## src/rtl/cmd_encoder.sv

```systemverilog
// Serialises one parallel levitator command into a 3-byte AXI-stream frame and,
// for query/ping ops, waits for the single reply byte with a cycle timeout.
module cmd_encoder #(
  parameter int OUTPUTS    = 88,
  parameter int TIMEOUT    = 50000,
  parameter int DATA_WIDTH = 8
) (
  input  logic                  clk,
  input  logic                  rst,
  input  logic                  cmd_valid,
  output logic                  cmd_ready,
  input  logic [1:0]            cmd_op,
  input  logic [6:0]            cmd_channel,
  input  logic [11:0]           cmd_offset,
  output logic [DATA_WIDTH-1:0] output_axis_tdata,
  output logic                  output_axis_tvalid,
  input  logic                  output_axis_tready,
  input  logic [DATA_WIDTH-1:0] input_axis_tdata,
  input  logic                  input_axis_tvalid,
  output logic                  input_axis_tready,
  output logic [DATA_WIDTH-1:0] resp_data,
  output logic                  resp_valid,
  output logic                  resp_timeout,
  output logic                  cmd_err,
  output logic                  busy
);

  localparam int CW = (TIMEOUT > 2) ? $clog2(TIMEOUT) : 1;
  // Decided one cycle early so the registered pulse lands TIMEOUT cycles after B2.
  localparam logic [CW-1:0] LAST = CW'(TIMEOUT - 2);

  typedef enum logic [2:0] {IDLE, B0, B1, B2, WAIT} state_t;

  state_t        r_state;
  state_t        w_next;
  logic [1:0]    r_op;
  logic [6:0]    r_ch;
  logic [11:0]   r_off;
  logic [CW-1:0] r_count;
  logic          w_cmdFire;
  logic          w_reject;
  logic          w_b2Fire;
  logic          w_rxHit;
  logic          w_timeoutHit;

  always_comb begin
    w_next             = r_state;
    cmd_ready          = 1'b0;
    output_axis_tvalid = 1'b0;
    output_axis_tdata  = '0;
    busy               = 1'b0;
    input_axis_tready  = rst;
    w_cmdFire          = 1'b0;
    w_reject           = 1'b0;
    w_b2Fire           = 1'b0;
    w_rxHit            = 1'b0;
    w_timeoutHit       = 1'b0;
    // Every output is forced quiet while reset is held low.
    if (rst) begin
      busy = (r_state != IDLE);
      case (r_state)
        IDLE: begin
          cmd_ready = 1'b1;
          if (cmd_valid) begin
            w_cmdFire = 1'b1;
            w_reject  = (cmd_op == 2'b00) && (32'(cmd_channel) >= OUTPUTS);
            if (!w_reject) w_next = B0;
          end
        end
        B0: begin
          output_axis_tvalid = 1'b1;
          output_axis_tdata  = {1'b1, r_op, r_ch[6:2]};
          if (output_axis_tready) w_next = B1;
        end
        B1: begin
          output_axis_tvalid = 1'b1;
          output_axis_tdata  = {1'b0, r_ch[1:0], r_off[11:7]};
          if (output_axis_tready) w_next = B2;
        end
        B2: begin
          output_axis_tvalid = 1'b1;
          output_axis_tdata  = {1'b0, r_off[6:0]};
          if (output_axis_tready) begin
            w_b2Fire = 1'b1;
            w_next   = r_op[1] ? WAIT : IDLE;
          end
        end
        WAIT: begin
          if (input_axis_tvalid) begin
            w_rxHit = 1'b1;
            w_next  = IDLE;
          end else if (r_count == LAST) begin
            w_timeoutHit = 1'b1;
            w_next       = IDLE;
          end
        end
        default: w_next = IDLE;
      endcase
    end
  end

  always_ff @(posedge clk) begin
    if (!rst) begin
      r_state      <= IDLE;
      r_op         <= '0;
      r_ch         <= '0;
      r_off        <= '0;
      r_count      <= '0;
      resp_data    <= '0;
      resp_valid   <= 1'b0;
      resp_timeout <= 1'b0;
      cmd_err      <= 1'b0;
    end else begin
      r_state      <= w_next;
      cmd_err      <= w_cmdFire && w_reject;
      resp_valid   <= w_rxHit;
      resp_timeout <= w_timeoutHit;
      if (w_rxHit) resp_data <= input_axis_tdata;
      // Non-offset ops carry zero channel/offset fields on the wire.
      if (w_cmdFire && !w_reject) begin
        r_op  <= cmd_op;
        r_ch  <= (cmd_op == 2'b00) ? cmd_channel : '0;
        r_off <= (cmd_op == 2'b00) ? cmd_offset : '0;
      end
      if (w_b2Fire) r_count <= '0;
      else if (r_state == WAIT) r_count <= r_count + 1'b1;
    end
  end

endmodule

```

## config.mk

```make
export PLATFORM = sky130hd
export DESIGN_NAME = cmd_encoder
export DESIGN_NICKNAME = d
export VERILOG_FILES = /design/src/rtl/cmd_encoder.sv
export SDC_FILE = /design/constraint.sdc
export NUM_CORES = 1
export LEC_CHECK = 0
export ABC_CLOCK_PERIOD_IN_PS = 2700
export CORE_UTILIZATION = 42
export DETAILED_ROUTE_END_ITERATION = 6
export GPL_ROUTABILITY_DRIVEN = 0
export HOLD_SLACK_MARGIN = 0.05
export PLACE_DENSITY = 0.68
export SLEW_MARGIN = 20
export SYNTH_ARGS = -nofsm -noshare
export SYNTH_HDL_FRONTEND = slang
export SYNTH_SLANG_ARGS = --single-unit
```

## constraint.sdc

```tcl
create_clock -name clk -period 2.7 [get_ports clk]
set_clock_uncertainty 0.15 [all_clocks]
set_input_delay 0.54 -clock clk [delete_from_list [all_inputs] [get_ports clk]]
set_output_delay 0.54 -clock clk [all_outputs]
set_load 0.01 [all_outputs]
```

==> flow_summary_export.csv <==
group,metric,value,unit
power_and_ir_drop,cellPowerDensity,456.8,nW/µm²
synth,synth_cells,279,
synth,synth_largest_area_cell,"dfxtp_1",
die,core_area,5205,µm²
synth,ys_seq_area_frac,0.4420,
synth,synth_seq_cells,51,
placed_design,hpwl,3.899,mm
synth,synth_fp_nets,315,
worst_setup_path,critPathMostFrequentCell,"clkdlybuf4s50_1",
worst_hold_path,worstHoldStart,"resp_data[6]",
synth,synth_top_flop_cell,"dfxtp_1",
timing,min_period_over_period,0.9690,
route,wirelength,5.366,mm
synth,synth-edff-count,0,
worst_setup_path,r2r_cells,4,
timing,fmax,382.2,MHz
route,route.detailed.drc,0,
synth,async_flop_share,0,
worst_setup_path,rr_endpoint,"r_count[11]",
worst_setup_path,critPathMaxStageDelay,610,ps
worst_setup_path,path_cells,"clkdlybuf4s50_1 > nor4b_2 > clkdlybuf4s50_1",
clock_network,clock_sink_count,51,
worst_setup_path,cp.required,2010,ps
worst_setup_path,critPathSlowestCell,"clkdlybuf4s50_1",
die,rows,26,
route,vias,2115,
worst_setup_path,cp_max_fo,3,
worst_setup_path,critPathKind,"input port to primary output",
worst_hold_path,worstHoldEndpoint,"resp_data[6]",
timing,relSlewSlack,0.6662,
timing,setup-violations-final,0,
synth,synth_area_leaders,"dfxtp_1 44%, nand2_1 8.3%, nand3_1 6.9%, a21boi_0 5.9%, mux2_2 3.4%",
grt,grt_max_degree,28,
worst_setup_path,critPathBufInv,2,
worst_hold_path,min_path_type,"register to register",
worst_hold_path,min_path_cells,2,
clock_network,numCtsBuffers,5,
cells_and_area,instances_no_fill,411,
route,post_drt_wl_per_cell,13.06,µm
cells_and_area,mostFrequentLayoutCells,"51 x nand2_1, 50 x dfxtp_1, 47 x clkdlybuf4s50_1, 32 x nand3_1, 21 x nor2_1",
synth,synth_warnings,0,
timing,fin_crit,2616,ps
die,io_pins,57,
synth,ys_types,42,
worst_setup_path,endpoint_kind,"primary output",
synth,syn-cell-area,2310,µm²
clock_network,cts_tree,"yes",
synth,syn_area_per_cell,8.279,µm²
die,die-area,5800,µm²
power_and_ir_drop,ir_worst_vdd,0.0002414,V
worst_setup_path,critPathArrivalTime,1930,ps
grt,grt_pass1_wl,9.149,mm
grt,grt_usage,0.1947,
timing,tightest_slew,496.1,ps
route,first_iter_violations,55,
route,antenna_left,0,
worst_setup_path,start_kind,"input port",
worst_setup_path,critical_path_depth,3,
cells_and_area,layout_commonest_cell,"nand2_1",
route,first_pass_iters,4,
synth,yosysTopAreaCellShare,0.4420,
clock_network,h-tree-depth,2,
job,maxCapViolCount,0,
cells_and_area,antenna_cells,0,
worst_setup_path,crit_family,"buffers and inverters",
worst_setup_path,rrSetupSlack,600,ps
clock_network,cts_hold_buffers,0,
die,die_y,76.16,µm
status,outcome,"complete, no violations",
clock_network,path_clk_slew,90,ps
placed_design,place_inst,403,
cells_and_area,layout.nets,376,
cells_and_area,syn_to_final_growth,34.78,%
grt,grt_antenna_before_repair,0,
worst_setup_path,r2r_start,"r_state[1]",
grt,overflow,0,
clock_network,post_cts_buffers,0,
power_and_ir_drop,p_leak,1.239,nW
placed_design,place.port_buffers,56,
clock_network,cts_max_path_buffers,2,
cells_and_area,drive_above_1_share,0.1085,
clock_network,clkLatencyLatePin,310,ps
timing,rsz0062_at_grt,"false",
timing,hold_viol,0,
die,start_util,0.4437,
timing,finalMaxSlewViolations,0,
clock_network,root_buffer,"clkbuf_8",
cells_and_area,finish.utilization,0.5981,
timing,setup_tns,0,ps
route,viasPerCell,5.146,
grt,grt_pass1_vias,1998,
die,die_w,76.16,µm
[per-layer routing]
layer  up-vias  part of all wire  wire length (µm)  GRT usage
met3         6             0.045               242    0.05030
met1       974              0.47              2498     0.2465
met4         0             0.010                54    0.05192
li1       1093                 -                 -          -
met5         -                 0                 0          0
met2        42              0.48              2570     0.3282
[area by class of cell]
class / count / area (µm²)
timing repair buffer: 73 / 706.9
multi-input combinational: 206 / 1196
clock inverter: 3 / 20.02
sequential: 51 / 1022
tap: 70 / 87.58
inverter: 3 / 11.26
fill: 498 / 2092
clock buffer: 5 / 68.82
[worst max path at each step]
stage,from,endpoint,slack [ps]
floorplan,rst,r_ch[0],590
global placement,rst,output_axis_tdata[5],10
detailed placement,rst,output_axis_tdata[3],-0.03
CTS,rst,output_axis_tdata[6],5
global route,rst,cmd_ready,30
finish,rst,cmd_ready,80
[logic make-up after synthesis]
logic type	synth area share
muxes	0.03413
AOI/OAI and AO/OA	0.1403
DFF	0.4420
adders and majority gates	0.01083
xor gates and xnor gates	0.03413
and+or+nand+nor	0.2985
buffers and inverters	0.04008
[power by group]
group	internal (mW)	switching [mW]
logic	0.114	0.0904
clock network	0.181	0.254
registers	0.766	0.0165
[Yosys cell counts, drive strengths merged, types with 2 or more instances]
master  count
a21oi       9
nor2b       2
dfxtp      51
o21ai       7
ha          2
nor2       21
and2        2
buf         7
xnor2       7
or3         8
nor3b       3
nand4       5
nand2      51
inv         2
nor4b       2
nor4        4
a22oi       7
nor3        2
a21boi     18
mux2        7
xor2        2
clkbuf     12
or4         2
nand3      32
[repair_timing]
item / 4_1_cts / 5_1_grt
setup endpoints to repair: 7 / 8
resized for setup: 2 / 8
gates cloned: 0 / 0
[per-stage QoR]
step | hold slack (ps) | worst slack (ps) | cell area [µm²] | power [mW]
detailed placement | 299.4 | -0.03264 | 3004 | 1.006
global placement | 291.1 | 13.83 | 3004 | 1.005
finish | 310.8 | 83.82 | 3113 | 1.422
global route | 329.6 | 34.45 | 3113 | 1.490
floorplan | 281.5 | 590.8 | 2310 | 0.8929
CTS | 314.5 | 4.954 | 3093 | 1.439
[tightest hold or removal path: stages (launching register included)]
cell and delay [ps]:
dfxtp_1 320, nand3_1 60, nand2_1 50
[flip-flops by register name (all words and copies together) (netlist names)]
signal	count
cmd_err	1
r_ch	7
r_count	16
r_off	12
r_op	2
r_state	3
resp_data	8
resp_timeout	1
resp_valid	1
(Power assumes the default switching activity.)
